===== config.mk =====
export PLATFORM = sky130hd
export DESIGN_NAME = booth_mult_arbiter
export DESIGN_NICKNAME = d
export VERILOG_FILES = /design/src/rtl/booth_arb_pkg.sv /design/src/rtl/rr_arbiter.sv /design/src/rtl/booth_mult_arbiter.sv
export SDC_FILE = /design/constraint.sdc
export NUM_CORES = 1
export LEC_CHECK = 0
export ABC_AREA = 1
export BUFFER_PORTS_ARGS = -buffer_cell sky130_fd_sc_hd__buf_2
export CORE_MARGIN = 2
export CORE_UTILIZATION = 30
export CTS_CLUSTER_SIZE = 28
export DETAILED_ROUTE_END_ITERATION = 10
export GPL_TIMING_DRIVEN = 0
export SETUP_SLACK_MARGIN = 0.4
export SYNTH_ARGS = -nofsm -noshare
export SYNTH_HDL_FRONTEND = slang
export SYNTH_SLANG_ARGS = --single-unit
export TNS_END_PERCENT = 1

===== constraint.sdc =====
create_clock -name clk -period 2.55 [get_ports clk]
set_input_delay 0.765 -clock clk [delete_from_list [all_inputs] [get_ports clk]]
set_output_delay 0.765 -clock clk [all_outputs]
set_load 0.02 [all_outputs]

===== src/rtl/booth_arb_pkg.sv =====
// Shared types and constants for the Booth multiplier arbiter.
//   state_t : arbiter FSM states
//   OP_W    : operand width fed to the multiplier core
//   PROD_W  : product width returned by the core
//   id_w()  : width of a requester index for n requesters (at least 1 bit)
package booth_arb_pkg;

  localparam int OP_W   = 8;
  localparam int PROD_W = 16;

  typedef enum logic [1:0] {
    IDLE  = 2'd0,
    BUSY  = 2'd1,
    DRAIN = 2'd2
  } state_t;

  function automatic int id_w(input int n);
    return (n <= 2) ? 1 : $clog2(n);
  endfunction

endpackage


===== src/rtl/rr_arbiter.sv =====
// Combinational round-robin pick. Searches req upward starting at ptr,
// wrapping past the top port, and returns the first set bit.
//   req       : request vector
//   ptr       : highest-priority index this cycle
//   grant     : one-hot winner (all zero when no request)
//   grant_idx : binary index of the winner
//   grant_vld : any request present
module rr_arbiter
  import booth_arb_pkg::*;
#(
  parameter int NUM_REQ = 4,
  parameter int IW      = id_w(NUM_REQ)
) (
  input  logic [NUM_REQ-1:0] req,
  input  logic [IW-1:0]      ptr,
  output logic [NUM_REQ-1:0] grant,
  output logic [IW-1:0]      grant_idx,
  output logic               grant_vld
);

  int idx;

  always_comb begin
    grant     = '0;
    grant_idx = '0;
    grant_vld = 1'b0;
    idx       = 0;
    for (int k = 0; k < NUM_REQ; k++) begin
      // ptr < NUM_REQ, so a single subtraction performs the wrap
      idx = int'(ptr) + k;
      if (idx >= NUM_REQ) idx = idx - NUM_REQ;
      if (!grant_vld && req[idx]) begin
        grant_vld  = 1'b1;
        grant[idx] = 1'b1;
        grant_idx  = IW'(idx);
      end
    end
  end

endmodule


===== src/rtl/booth_mult_arbiter.sv =====
// Shares one 8-bit signed Booth multiplier core between NUM_REQ requesters.
// Round-robin grant, stable operands while the core runs, one-cycle
// registered response pulse to the owner, watchdog abort on a hung core.
//   clk, reset           : clock, synchronous active-high reset
//   req_valid/a/b        : per-port requests, operands packed 8 bits per port
//   req_ready            : one-hot accept pulse (combinational)
//   resp_valid/m/err     : one-hot result pulse, product, timeout flag
//   mult_start/a/b       : registered drive to the core
//   mult_done/m          : core handshake back
//   busy                 : FSM not in IDLE
module booth_mult_arbiter
  import booth_arb_pkg::*;
#(
  parameter int NUM_REQ = 4,
  parameter int TIMEOUT = 32
) (
  input  logic                      clk,
  input  logic                      reset,
  input  logic [NUM_REQ-1:0]        req_valid,
  input  logic [OP_W*NUM_REQ-1:0]   req_a,
  input  logic [OP_W*NUM_REQ-1:0]   req_b,
  output logic [NUM_REQ-1:0]        req_ready,
  output logic [NUM_REQ-1:0]        resp_valid,
  output logic [PROD_W-1:0]         resp_m,
  output logic                      resp_err,
  output logic                      mult_start,
  output logic [OP_W-1:0]           mult_a,
  output logic [OP_W-1:0]           mult_b,
  input  logic                      mult_done,
  input  logic [PROD_W-1:0]         mult_m,
  output logic                      busy
);

  localparam int IW = id_w(NUM_REQ);
  localparam int TW = $clog2(TIMEOUT);

  state_t              state, state_n;
  logic [IW-1:0]       ptr, ptr_n, owner, owner_n;
  logic [TW-1:0]       timer, timer_n;
  logic                start_n;
  logic [OP_W-1:0]     a_n, b_n;
  logic [NUM_REQ-1:0]  rv_n;
  logic [PROD_W-1:0]   rm_n;
  logic                re_n;

  logic [NUM_REQ-1:0]  grant;
  logic [IW-1:0]       grant_idx;
  logic                grant_vld;
  logic [NUM_REQ-1:0]  owner_oh;

  rr_arbiter #(.NUM_REQ(NUM_REQ), .IW(IW)) u_rr (
    .req       (req_valid),
    .ptr       (ptr),
    .grant     (grant),
    .grant_idx (grant_idx),
    .grant_vld (grant_vld)
  );

  assign owner_oh = {{(NUM_REQ-1){1'b0}}, 1'b1} << owner;
  assign busy     = (state != IDLE);

  always_ff @(posedge clk) begin
    if (reset) begin
      state      <= IDLE;
      ptr        <= '0;
      owner      <= '0;
      timer      <= '0;
      mult_start <= 1'b0;
      mult_a     <= '0;
      mult_b     <= '0;
      resp_valid <= '0;
      resp_m     <= '0;
      resp_err   <= 1'b0;
    end else begin
      state      <= state_n;
      ptr        <= ptr_n;
      owner      <= owner_n;
      timer      <= timer_n;
      mult_start <= start_n;
      mult_a     <= a_n;
      mult_b     <= b_n;
      resp_valid <= rv_n;
      resp_m     <= rm_n;
      resp_err   <= re_n;
    end
  end

  always_comb begin
    state_n   = state;
    ptr_n     = ptr;
    owner_n   = owner;
    timer_n   = timer;
    start_n   = mult_start;
    a_n       = mult_a;
    b_n       = mult_b;
    rv_n      = '0;     // response is a single-cycle pulse
    rm_n      = resp_m;
    re_n      = resp_err;
    req_ready = '0;
    unique case (state)
      IDLE: begin
        // A done still high from a previous job must drop before a new start
        if (grant_vld && !mult_done) begin
          req_ready = grant;
          a_n       = req_a[int'(grant_idx)*OP_W +: OP_W];
          b_n       = req_b[int'(grant_idx)*OP_W +: OP_W];
          owner_n   = grant_idx;
          ptr_n     = (grant_idx == IW'(NUM_REQ-1)) ? '0 : grant_idx + 1'b1;
          start_n   = 1'b1;
          timer_n   = '0;
          state_n   = BUSY;
        end
      end
      BUSY: begin
        start_n = 1'b1;
        timer_n = timer + 1'b1;
        // done has priority so a result landing on the last cycle is kept
        if (mult_done) begin
          rm_n    = mult_m;
          re_n    = 1'b0;
          rv_n    = owner_oh;
          start_n = 1'b0;
          state_n = DRAIN;
        end else if (timer == TW'(TIMEOUT-1)) begin
          rm_n    = '0;
          re_n    = 1'b1;
          rv_n    = owner_oh;
          start_n = 1'b0;
          state_n = DRAIN;
        end
      end
      DRAIN: begin
        start_n = 1'b0;
        if (!mult_done) state_n = IDLE;
      end
      default: state_n = IDLE;
    endcase
  end

endmodule


# After elaboration in Yosys (flattened, before gate mapping)
# Cells that the tools add are included.
# word_totals
reg_bits	49
latchBits	0
ramBits	0
romBits	0
inputBits	87
out_inout_bits	43
elab_cells	124
memories	0
# classes
addsub	9
multipliers	0
div	0
n_lt_le_gt_ge	12
eq_ne	7
n_shift	3
n_mux	56
bitwise_logic	4
n_reduce_logical	23
# ops
op	count
$ge A32 B1 Y1 const B	4
$lt A32 B4 Y1 const B	4
$mux W32	4
$ge A32 B4 Y1 const B	3
$sub A32 B4 Y32 const B	3
$shiftx A32 B6 Y8	2
$mux W16	2
$mux W4	8
$mux W1	21
$mux W2	9
$or A4 B4 Y4	3
$pmux W5 S2	1
$bmux W1 S2	4
$demux W1 S2	4
$logic_and A1 B1 Y1	8
$reduce_and A2 Y1	4
$add A2 B2 Y3 const B	2
$pmux W2 S3	1
$reduce_bool A2 Y1	3
$add A5 B1 Y5 const B	1
$eq A5 B5 Y1 const B	1
$mux W5	1
$eq A2 B2 Y1 const B	2
$logic_not A1 Y1	4
14 further kinds	15

# Logic depth before layout (Yosys ltp)
# logic_depth
depth_word	18
ltp_mapped	16
depth_no_buf	14

# By module
# From an unflattened synthesis, not the netlist that was laid out.
# unflattened
cells_unflattened	503
area_unflattened_um2	3194.3
# by_module_without_submodules
module	n_inst	cells_each	area_each_um2	seq_area_each_um2
booth_mult_arbiter	1	426	2733.9	980.9
rr_arbiter	1	77	460.4	0.0

# Worst setup path before layout
# No wires, ideal clock.
# synth_timing
path_type	register to output
from	reg ptr[0]
to	out req_ready[0]
arrival_time_ns	1.959
required_time_ns	1.785
slack_ns	-0.174
stages_incl_launch_ff	14
path_buffers	2
path_cell_list	dfxtp_1 > inv_2 > buf_6 > ha_1 > inv_1 > nand3_1 > nand2_2 > inv_2 > nand3_4 > nand3_4 > inv_2 > buf_6 > nand2_1 > inv_1
# synth_via
elab_chain_len	18
word_cells_on_any_way	67
cone_classes	add/sub (7); order compare (12); mux (34); bitwise (3); reduce/logical (11)
# synth_lines
item	line_no	rtl
from (decl)	booth_mult_arbiter.sv:38	logic [IW-1:0] ptr, ptr_n, owner, owner_n;
from (signal assigned)	booth_mult_arbiter.sv:76	ptr <= ptr_n;
parallel branches: the longest is 16 deep, another holds $sub A32 B4 Y32	--	
$mux W4 *	booth_mult_arbiter.sv:103	if (grant_vld && !mult_done) begin
$mux W4 *	booth_mult_arbiter.sv:100	unique case (state)
to (decl)	booth_mult_arbiter.sv:22	output logic [NUM_REQ-1:0] req_ready,
# Mark *: on every way between the ends. The select of a mux whose other input is x is not followed.

# Worst setup path after layout
# layout_timing
from	reg ptr[1]
to	out req_ready[2]
# Same word-level chain as after synthesis.

==> results.py <==
metrics = {
    "routing": {
        "drtIter0Drc": 117,
        "drtAntennaViolNets": 0,
        "drt-pass1-iter-count": 4,
        "drc": 0,
        "wire_per_inst_um": 13.3,
        "routed_wl_um": 9860,
        "viasPerCell": 4.72,
        "vias": 3505,
    },
    "floorplan": {
        "die_area_um2": 10900,
        "start_util": 0.309,
        "core-area_um2": 9770,
        "dieWidth_um": 104,
        "rows": 36,
        "pin_count": 130,
        "die_h_um": 104,
    },
    "clocking": {
        "clk_latency_ns": 0.30,
        "numCtsBuffers": 5,
        "cts_sinks": 49,
        "htree_num_levels": 2,
        "clockBufferDepth": 2,
        "cts-root-buf": "clkbuf_8",
        "clk_pin_slew_ns": 0.09,
        "cts_tree": "done",
    },
    "power_and_ir_drop": {
        "fin_total_pwr_mw": 5.61,
        "ir_worst_vdd_uv": 464,
        "p_per_area_nw_per_um2": 1290,
        "p_leak_nw": 2.25,
    },
    "flow_run": {
        "cap_violations": 0,
    },
    "synthesis": {
        "ys.flop_type": "dfxtp_1",
        "synth_edf_count": 0,
        "netlist_area_um2": 3020,
        "synth_nets": 558,
        "yosysUniqueCellTypes": 31,
        "avgSynthCellArea_um2": 6.51,
        "synth_cells": 464,
        "yosysSeqAreaShare": 0.325,
        "ys_warn_count": 0,
        "synth_seq_cells": 49,
        "synthArstFlopShare": 0,
    },
    "timing": {
        "rsz0062_at_grt": "yes",
        "period_share": 1.10,
        "tightest_slew_ns": 0.581,
        "layout_setup_ws_ns": -0.260,
        "setup_viol": 4,
        "hold_viol_final": 0,
        "relSlewSlack": 0.613,
        "hold_ws_ns": 0.465,
        "finClkSkew_ns": 0.00330,
        "fmax_mhz": 356,
        "setup-tns-final_ns": -0.950,
        "min_period_ns": 2.81,
        "maxSlewViolCount": 0,
    },
    "global_route": {
        "grt_max_degree": 17,
        "grt_pass1_wl_um": 15900,
        "grt_use_met1": 0.213,
        "grt-busiest-layer": "met2",
        "grt_pass1_vias": 3549,
        "grt_antenna_before_repair": 0,
        "use_met2": 0.323,
        "grt_usage": 0.177,
        "grt_overflow": 0,
        "met3_usage": 0.0301,
    },
    "placed_design": {
        "place_hpwl_um": 7460,
        "place_inst": 725,
        "place_ws_ns": -0.486,
        "port-buffer-count": 128,
        "gp_congestion": 0.836,
        "place_area_um2": 3900,
    },
    "finish": {
        "fin_area_um2": 4360,
        "layout_commonest_cell": "buf_2",
        "final_util": 0.446,
        "area_growth_pct": 44.5,
        "layout.cells.non_filler": 742,
        "layout-drive-gt1-share": 0.381,
        "n_antenna_cell": 0,
        "mostFrequentLayoutCells": "buf_2, nand2_1, inv_1",
        "nets": 702,
    },
    "setup_path": {
        "start_kind": "flip-flop",
        "cp.required_ns": 1.79,
        "endpoint_kind": "output port",
        "worstPathArrival_ns": 2.05,
        "path_max_fanout": 6,
        "worstSetupPathType": "reg2out",
    },
    "hold_path": {
        "hold_path_class": "reg2reg",
    },
    "status": {
        "status": "complete, but fails checks",
        "violations": "setup timing",
    },
}
==> sequential cells by signal (all words and copies together), names as in the netlist, 2 cells and up <==
signal	count
ptr	2
timer	5
mult_b	8
mult_a	8
resp_valid	4
state	2
owner	2
resp_m	16
==> synthesized netlist by cell type, types with 2 or more instances <==
cell	count	area, um^2
nand2_1	134	503
a211oi_1	2	15.0
nor4_1	4	25.0
nor2_4	2	22.5
buf_2	6	30.0
nand3_2	4	40.0
nand3b_1	12	90.1
o21a_1	8	60.1
nor3_1	3	15.0
inv_2	5	18.8
clkbuf_1	10	37.5
o22ai_1	5	31.3
ha_1	7	87.6
nand3_4	2	35.0
nand2_2	8	50.1
o21ai_0	25	125
inv_1	63	236
dfxtp_1	49	981
buf_6	4	45.0
a21oi_1	32	160
buf_4	3	22.5
nor2_1	13	48.8
nand3_1	55	275
==> power breakdown <==
group / internal, mW / total [mW] / switching (mW)
clock: 0.395 / 0.672 / 0.277
sequential: 0.951 / 1.06 / 0.111
combinational: 1.46 / 3.88 / 2.42
total: 2.81 / 5.61 / 2.80
==> timing repair <==
item / in CTS / in global routing
hold buffers: 0 / 0
setup buffers: 9 / 0
pin swaps: 16 / 7
gates cloned: 0 / 0
gates resized for setup: 50 / 32
setup endpoints to repair: 30 / 27
==> cell families after synthesis <==
group	share of synthesized area
and+or+nand+nor	0.372
buffers and inverters	0.129
AOI/OAI and AO/OA	0.145
DFF	0.325
adders and majority gates	0.0290
==> worst max-delay path: stages, from the launching register on <==
cell and delay, ns:
dfxtp_4 0.41, inv_2 0.09, ha_4 0.32, nand3_1 0.13
nand2_4 0.12, nor2_2 0.04, inv_2 0.09, o22ai_2 0.09
a21oi_2 0.14, o21ai_2 0.08, nand2_2 0.07, inv_2 0.03
buf_6 0.12
==> layout make-up <==
type,count,area [um^2]
tap,133,166
inverter,68,283
buffer,23,198
timing repair buffer,137,733
multi-input combinational,324,1860
clock buffer,5,68.8
clock inverter,3,68.8
sequential,49,988
fill,1034,5410
==> final timing paths <==
| check | startpoint | cells past startpoint | slack, ns | endpoint |
|---|---|---|---|---|
| min | mult_start$_SDFFE_PP0P_ | 2 | 0.47 | mult_start$_SDFFE_PP0P_ |
| max reg2reg | ptr[1]$_SDFFE_PP0P_ | 13 | 0.24 | ptr[1]$_SDFFE_PP0P_ |
| max | ptr[1]$_SDFFE_PP0P_ | 12 | -0.26 | req_ready[2] |
| min reg2reg | mult_start$_SDFFE_PP0P_ | 2 | 0.47 | mult_start$_SDFFE_PP0P_ |
==> per-layer routing <==
metal | vias to the layer above | part of all wire | wire length (um)
met1 | 1593 | 0.43 | 4260
met3 | 11 | 0.065 | 643
li1 | 1791 | - | -
met5 | - | 0 | 0
met2 | 110 | 0.49 | 4850
met4 | 0 | 0.012 | 114
No activity file was read; power rests on OpenSTA's default activity.
